===== src/rtl/imu_regs_pkg.sv =====
// Register map constants shared by the IMU sensor register file and its channels.
// Latency: none, constants only.
// Backpressure: none, constants only.
package imu_regs_pkg;

  typedef logic [3:0] reg_addr_t;

  // Word addresses on the Avalon-MM slave
  localparam reg_addr_t ADDR_STATUS  = 4'd0;
  localparam reg_addr_t ADDR_CONTROL = 4'd1;
  localparam reg_addr_t ADDR_COUNT   = 4'd2;
  localparam reg_addr_t ADDR_DATA0   = 4'd3;

  // STATUS word layout
  localparam int NEW_LSB = 0;
  localparam int OVR_LSB = 16;

  // CONTROL word: averaging enable lives in the top bit
  localparam int AVG_EN_BIT = 31;

endpackage


===== src/rtl/imu_channel.sv =====
// One sensor channel: optional 2^AVG_LOG2 boxcar average, held result, sticky NEW/OVR flags.
// Latency: held value and flags update one edge after the strobe that completes a window.
// Backpressure: none; strobes while disabled are dropped, unread results are overwritten and flagged OVR.
module imu_channel
  import imu_regs_pkg::*;
#(
  parameter int DATA_W   = 12,
  parameter int AVG_LOG2 = 3,
  parameter bit SIGNED   = 1'b0
) (
  input  logic              clk,
  input  logic              reset,
  input  logic [DATA_W-1:0] sample_data,
  input  logic              sample_valid,
  input  logic              enable,
  input  logic              avg_en,
  input  logic              clear,
  input  logic              read_clear,
  output logic [31:0]       value,
  output logic              new_flag,
  output logic              ovr_flag,
  output logic              commit
);

  // Accumulator is exactly wide enough for 2^AVG_LOG2 samples of either signedness
  localparam int ACC_W = DATA_W + AVG_LOG2;
  localparam int CNT_W = (AVG_LOG2 > 0) ? AVG_LOG2 : 1;

  logic [ACC_W-1:0]  acc_q;
  logic [ACC_W-1:0]  sample_ext;
  logic [ACC_W-1:0]  sum;
  logic [CNT_W-1:0]  cnt_q;
  logic [DATA_W-1:0] held_q;
  logic [DATA_W-1:0] result;
  logic              new_q;
  logic              ovr_q;
  logic              accept;
  logic              avg_mode;
  logic              last;

  // Window arithmetic; the top DATA_W bits of the sum are the shifted, truncated average
  // (identical for arithmetic and logical shift because the sum is exactly ACC_W bits)
  always_comb begin
    if (SIGNED) sample_ext = ACC_W'($signed(sample_data));
    else        sample_ext = ACC_W'(sample_data);
    sum      = acc_q + sample_ext;
    accept   = sample_valid & enable;
    avg_mode = avg_en && (AVG_LOG2 > 0);
    last     = &cnt_q;
    commit   = accept && (!avg_mode || last);
    result   = avg_mode ? sum[ACC_W-1 -: DATA_W] : sample_data;
  end

  // Accumulator, window counter, held value and sticky flags
  always_ff @(posedge clk or posedge reset) begin
    if (reset) begin
      acc_q  <= '0;
      cnt_q  <= '0;
      held_q <= '0;
      new_q  <= 1'b0;
      ovr_q  <= 1'b0;
    end else begin
      if (clear) begin
        acc_q <= '0;
        cnt_q <= '0;
      end else if (accept && avg_mode) begin
        if (last) begin
          acc_q <= '0;
          cnt_q <= '0;
        end else begin
          acc_q <= sum;
          cnt_q <= cnt_q + CNT_W'(1);
        end
      end
      if (commit) held_q <= result;
      // A commit sets NEW even when the host reads in the same cycle
      if (commit)          new_q <= 1'b1;
      else if (read_clear) new_q <= 1'b0;
      // A read always clears OVR; an unread result that gets replaced raises it
      if (read_clear)             ovr_q <= 1'b0;
      else if (commit && new_q)   ovr_q <= 1'b1;
    end
  end

  // Extend the held result onto the 32-bit bus
  always_comb begin
    if (SIGNED) value = 32'($signed(held_q));
    else        value = 32'(held_q);
  end

  assign new_flag = new_q;
  assign ovr_flag = ovr_q;

endmodule


===== src/rtl/imu_sensor_regfile.sv =====
// Avalon-MM register file exposing N_CH IMU channels (STATUS, CONTROL, COUNT, DATA[c] from word 3).
// Latency: readdata registered, valid one edge after chipselect&read; writes take effect on their edge.
// Backpressure: none; no wait-states, sample strobes are never stalled.
module imu_sensor_regfile
  import imu_regs_pkg::*;
#(
  parameter int N_CH     = 4,
  parameter int DATA_W   = 12,
  parameter int AVG_LOG2 = 3,
  parameter bit SIGNED   = 1'b0
) (
  input  logic                   clk,
  input  logic                   reset,
  input  logic                   chipselect,
  input  logic [3:0]             addr,
  input  logic                   read,
  input  logic                   write,
  input  logic [31:0]            writedata,
  output logic [31:0]            readdata,
  input  logic [N_CH*DATA_W-1:0] sample_data,
  input  logic [N_CH-1:0]        sample_valid
);

  logic            rd_en;
  logic            wr_ctrl;
  logic [N_CH-1:0] en_q;
  logic            avg_en_q;
  logic [31:0]     count_q;
  logic [N_CH-1:0] commit_vec;
  logic [N_CH-1:0] new_vec;
  logic [N_CH-1:0] ovr_vec;
  logic [N_CH-1:0] clear_vec;
  logic [N_CH-1:0] rd_clr_vec;
  logic [31:0]     ch_value [N_CH];
  logic [3:0]      n_commit;
  logic [31:0]     rd_mux;
  logic            unused_wdata;

  assign rd_en        = chipselect & read;
  assign wr_ctrl      = chipselect & write & (addr == ADDR_CONTROL);
  assign unused_wdata = ^writedata;

  // Per-channel window clear on CONTROL writes, read-clear on DATA reads, commit popcount
  always_comb begin
    n_commit = '0;
    for (int c = 0; c < N_CH; c++) begin
      clear_vec[c]  = wr_ctrl && ((writedata[AVG_EN_BIT] != avg_en_q) || (en_q[c] && !writedata[c]));
      rd_clr_vec[c] = rd_en && (addr == ADDR_DATA0 + 4'(c));
      n_commit      = n_commit + 4'(commit_vec[c]);
    end
  end

  for (genvar c = 0; c < N_CH; c++) begin : g_ch
    imu_channel #(
      .DATA_W   (DATA_W),
      .AVG_LOG2 (AVG_LOG2),
      .SIGNED   (SIGNED)
    ) u_ch (
      .clk          (clk),
      .reset        (reset),
      .sample_data  (sample_data[c*DATA_W +: DATA_W]),
      .sample_valid (sample_valid[c]),
      .enable       (en_q[c]),
      .avg_en       (avg_en_q),
      .clear        (clear_vec[c]),
      .read_clear   (rd_clr_vec[c]),
      .value        (ch_value[c]),
      .new_flag     (new_vec[c]),
      .ovr_flag     (ovr_vec[c]),
      .commit       (commit_vec[c])
    );
  end

  // CONTROL register: channel enables default on, averaging default off
  always_ff @(posedge clk or posedge reset) begin
    if (reset) begin
      en_q     <= '1;
      avg_en_q <= 1'b0;
    end else if (wr_ctrl) begin
      en_q     <= writedata[N_CH-1:0];
      avg_en_q <= writedata[AVG_EN_BIT];
    end
  end

  // COUNT: running total of committed results, wraps naturally
  always_ff @(posedge clk or posedge reset) begin
    if (reset) count_q <= '0;
    else       count_q <= count_q + 32'(n_commit);
  end

  // Read mux from pre-edge state, so same-cycle commits are not yet visible
  always_comb begin
    rd_mux = '0;
    case (addr)
      ADDR_STATUS: begin
        rd_mux[NEW_LSB +: N_CH] = new_vec;
        rd_mux[OVR_LSB +: N_CH] = ovr_vec;
      end
      ADDR_CONTROL: begin
        rd_mux[N_CH-1:0]  = en_q;
        rd_mux[AVG_EN_BIT] = avg_en_q;
      end
      ADDR_COUNT: rd_mux = count_q;
      default: begin
        for (int c = 0; c < N_CH; c++) begin
          if (addr == ADDR_DATA0 + 4'(c)) rd_mux = ch_value[c];
        end
      end
    endcase
  end

  // readdata loads only on a qualified read and holds otherwise
  always_ff @(posedge clk or posedge reset) begin
    if (reset)      readdata <= '0;
    else if (rd_en) readdata <= rd_mux;
  end

endmodule


===== config.mk =====
export PLATFORM = sky130hd
export DESIGN_NAME = imu_sensor_regfile
export DESIGN_NICKNAME = d
export VERILOG_FILES = /design/src/rtl/imu_regs_pkg.sv /design/src/rtl/imu_channel.sv /design/src/rtl/imu_sensor_regfile.sv
export SDC_FILE = /design/constraint.sdc
export NUM_CORES = 1
export LEC_CHECK = 0
export CAP_MARGIN = 30
export CORE_UTILIZATION = 25
export DETAILED_ROUTE_END_ITERATION = 10
export PLACE_DENSITY = 0.39
export SETUP_SLACK_MARGIN = 0.15
export SYNTH_ARGS = -nofsm -noshare
export SYNTH_HDL_FRONTEND = slang
export SYNTH_SLANG_ARGS = --single-unit

===== constraint.sdc =====
create_clock -name clk -period 8.1 [get_ports clk]
set_clock_uncertainty 0.2 [all_clocks]
set_input_delay 1.62 -clock clk [delete_from_list [all_inputs] [get_ports clk]]
set_output_delay 1.62 -clock clk [all_outputs]
set_load 0.005 [all_outputs]

==> flow_metrics.py <==
metrics = {
    "outcome": {
        "outcome": "complete, no violations",
    },
    "synthesis": {
        "yosys.cell_types.count": 69,
        "synth-edff-count": 0,
        "ys_ff_latch": 197,
        "synthAdderAreaFrac_pct": 7.62,
        "synthesis.nets": 1294,
        "synth_seq_area_share_pct": 44.5,
        "synth-compound-area-share_pct": 19.3,
        "dominantRegCellSynth": "dfrtp_1",
        "synthXorXnorAreaFrac_pct": 6.16,
        "synth_area_leaders": "dfrtp_1, ha_1, nand2_1, xnor2_1, mux2i_1",
        "synth_most_common_cell": "dfrtp_1",
        "syn_inst": 1137,
        "ys_warn_count": 0,
        "synth_top_family_by_area": "compound AO/OA/AOI/OAI gates",
        "synth_commonest_cells": "dfrtp_1, nand2_1, o21ai_0, nor2_1, a21oi_1",
        "synth.area.mux_share_pct": 4.88,
        "yosysTopAreaCellShare_pct": 43.5,
        "yosysTopAreaCell": "dfrtp_1",
        "syn_avg_cell_area_sq_um": 9.76,
        "synth_area_sq_um": 11100,
        "async_flop_share_pct": 100,
        "yosys.area_share.simple_pct": 14.6,
    },
    "sta": {
        "setup_tns_ps": 0,
        "tightest_slew_ps": 948,
        "slew_violations": 0,
        "slew_headroom_pct": 36.5,
        "fin_crit_ps": 5360,
        "final-hold-violation-count": 0,
        "setup_viol": 0,
        "fmax_ghz": 0.187,
        "post-route-period-util_pct": 66.1,
        "rsz0062_at_grt": "false",
    },
    "final_layout": {
        "fin_area_sq_um": 13300,
        "drive_gt1_share_pct": 6.01,
        "utilization_pct": 30.5,
        "final_nets": 1375,
        "fillers": 4586,
        "diodes": 0,
        "area_growth_pct": 19.6,
    },
    "setup_path": {
        "path_cells": "clkdlybuf4s50_1, nand3_1, xnor2_1, ha_1, inv_1, fa_1, inv_1, fa_1, and3_1, nand3_1, nor4_2, nand3_1, xnor2_1",
        "cpMostUsedCell": "nand3_1",
        "endpoint_kind": "flop",
        "critPathMaxStageDelay_ps": 580,
        "cp-start-kind": "primary input",
        "crit_fanout": 22,
        "cp.arrival_ps": 5490,
        "cp_slowest_cell": "nand3_1",
        "path_delay_family": "simple AND/OR/NAND/NOR gates",
        "path_buf_inv": 3,
        "critPathRequiredTime_ps": 8240,
        "setup.worst_path.class": "in2reg",
    },
    "clock_tree": {
        "post-cts-setup-buffer-count": 0,
        "cts_hold_buf": 0,
        "cts_root_buffer": "clkbuf_16",
        "cts.clk_slew.worst_paths_ps": 70,
        "clkLatencyLatePin_ps": 450,
        "cts_buffers": 17,
        "ctsResizeCount": 0,
        "cts_max_path_buffers": 2,
        "cts_tree": "yes",
        "clock-sinks": 197,
        "htreeDepth": 4,
    },
    "hold_path": {
        "hold_path_class": "reg2reg",
    },
    "routing": {
        "dr_total_vias": 8621,
        "antenna_left": 0,
        "viasPerCell": 4.75,
        "wire_per_inst_um": 17.9,
        "drtIter0Drc": 393,
        "firstDrtPassIters": 6,
        "wl_mm": 32.4,
        "drcViolationCount": 0,
    },
    "floorplanning": {
        "dieArea_sq_um": 45200,
        "rows": 76,
        "io_pins": 125,
        "die_h_um": 213,
        "chipWidth_um": 213,
        "coreArea_sq_um": 43500,
        "start_util_pct": 25.5,
    },
    "global_route": {
        "grt_max_degree": 101,
        "grt_pass1_vias": 8686,
        "grt_pass1_wl_mm": 51.0,
        "antenna_found_initial": 1,
        "grt_overflow": 0,
        "grt.total_usage_pct": 15.0,
    },
    "pwr": {
        "switchingPower_w": 0.00149,
        "leakage_nw": 5.81,
        "p_comb_share_pct": 38.0,
        "p_per_area_nw_per_um2": 290,
        "clkPwrFrac_pct": 21.9,
        "p_int_w": 0.00236,
        "p_total_w": 0.00385,
        "irDropWorstVdd_mv": 0.135,
        "power.share.sequential_pct": 40.1,
        "sw_frac_of_total_pct": 38.8,
    },
    "placement": {
        "io_buffer_count": 97,
        "hpwl_mm": 23.9,
        "gp_congestion": 0.815,
        "dpl_cell_area_sq_um": 12700,
    },
    "run": {
        "max-cap-violations": 0,
    },
}
[final timing paths]
| check | from | to | slack, ps | depth (start not counted) |
|---|---|---|---|---|
| setup / recovery | sample_valid[0] | count_q[30] | 2740 | 13 |
| hold / removal | readdata[28] | readdata[28] | 260 | 2 |
| setup reg to reg | g_ch[0].u_ch.cnt_q[0] | count_q[30] | 3580 | 15 |
| hold reg to reg | readdata[28] | readdata[28] | 260 | 2 |
| max in group asynchronous | reset | avg_en_q | 4890 | 3 |
| min in group asynchronous | reset | g_ch[2].u_ch.acc_q[11] | 1490 | 2 |
[cell families (layout without fill, tap and decap cells)]
group	Yosys count	in the layout
mux	53	53
flops	197	197
fa+ha+maj	64	64
xor+xnor	78	78
simple gates	349	349
compound gates	323	323
buf+inv	73	167
[metal layers]
| metal | track usage [%] | wire (um) | vias up |
|---|---|---|---|
| li1 | - | - | 4288 |
| met1 | 21.6 | 16800 | 4182 |
| met2 | 23.1 | 14400 | 124 |
| met3 | 2.47 | 796 | 25 |
| met4 | 3.85 | 431 | 2 |
| met5 | 0 | 11 | - |
[placed cells by master, fill, tap and decap left out, types with 8 or more instances in the layout]
| cell type | Yosys | layout |
|---|---|---|
| mux2_2 | 9 | 9 |
| and3_1 | 8 | 8 |
| buf_4 | 0 | 9 |
| clkdlybuf4s50_1 | 0 | 97 |
| nand2b_1 | 16 | 16 |
| inv_1 | 24 | 23 |
| xor2_1 | 22 | 22 |
| a211oi_1 | 10 | 10 |
| clkbuf_16 | 0 | 17 |
| o21ai_1 | 10 | 10 |
| a21oi_1 | 65 | 65 |
| a221oi_1 | 8 | 8 |
| o21ai_0 | 83 | 83 |
| nor3_1 | 8 | 8 |
| nand2_1 | 156 | 156 |
| nor2_1 | 70 | 69 |
| dfrtp_1 | 193 | 192 |
| ha_1 | 58 | 58 |
| a31oi_1 | 14 | 14 |
| a22o_1 | 41 | 41 |
| nor3b_1 | 8 | 8 |
| a21o_1 | 22 | 22 |
| a22oi_1 | 11 | 11 |
| nand4_1 | 8 | 8 |
| xnor2_1 | 56 | 56 |
| mux2i_1 | 44 | 44 |
| nand3_1 | 39 | 39 |
| nor2b_1 | 9 | 9 |
[metrics by stage]
step | worst slack, ps | hold WS (ps) | instances
after CTS | 2660 | 274 | 1815
final | 2740 | 265 | 1816
after detailed placement | 2170 | 255 | 1783
after global routing | 2320 | 284 | 1816
after floorplan | 918 | 245 | 1137
after global placement | 2130 | 249 | 1780
[power groups by stage]
stage / combinational (W) / clock [W] / sequential [W]
after global routing: 0.00167 / 0.000920 / 0.00159
after CTS: 0.00148 / 0.000884 / 0.00155
after floorplan: 0.00114 / 0 / 0.00144
after global placement: 0.00147 / 0 / 0.00156
after detailed placement: 0.00148 / 0 / 0.00156
final: 0.00146 / 0.000844 / 0.00154
[cell type report]
type | count | area, sq um | area share (%)
Clock buffer | 19 | 443 | 3.34
Sequential cell | 197 | 4940 | 37.2
Inverter | 25 | 101 | 0.764
Timing Repair Buffer | 110 | 1100 | 8.32
Multi-Input combinational cell | 867 | 5830 | 44.0
Tap cell | 585 | 732 | 5.52
Clock inverter | 13 | 118 | 0.886
[worst reg2reg max path, delay by kind of cell, from the launching register on]
family        cells  cell delay, ps
xor+xnor          2             480
fa+ha+maj         5            1230
buf+inv           2             150
flops             1             380
simple gates      6            1990
[sequential cells by signal, summed over array words and instances, names as in the netlist]
name / count
avg_en_q: 1
g_ch.u_ch.cnt_q: 12
g_ch.u_ch.held_q: 48
readdata: 32
g_ch.u_ch.new_flag: 4
en_q: 4
g_ch.u_ch.ovr_flag: 4
count_q: 32
g_ch.u_ch.acc_q: 60
Power figures use the tool's default switching activity.
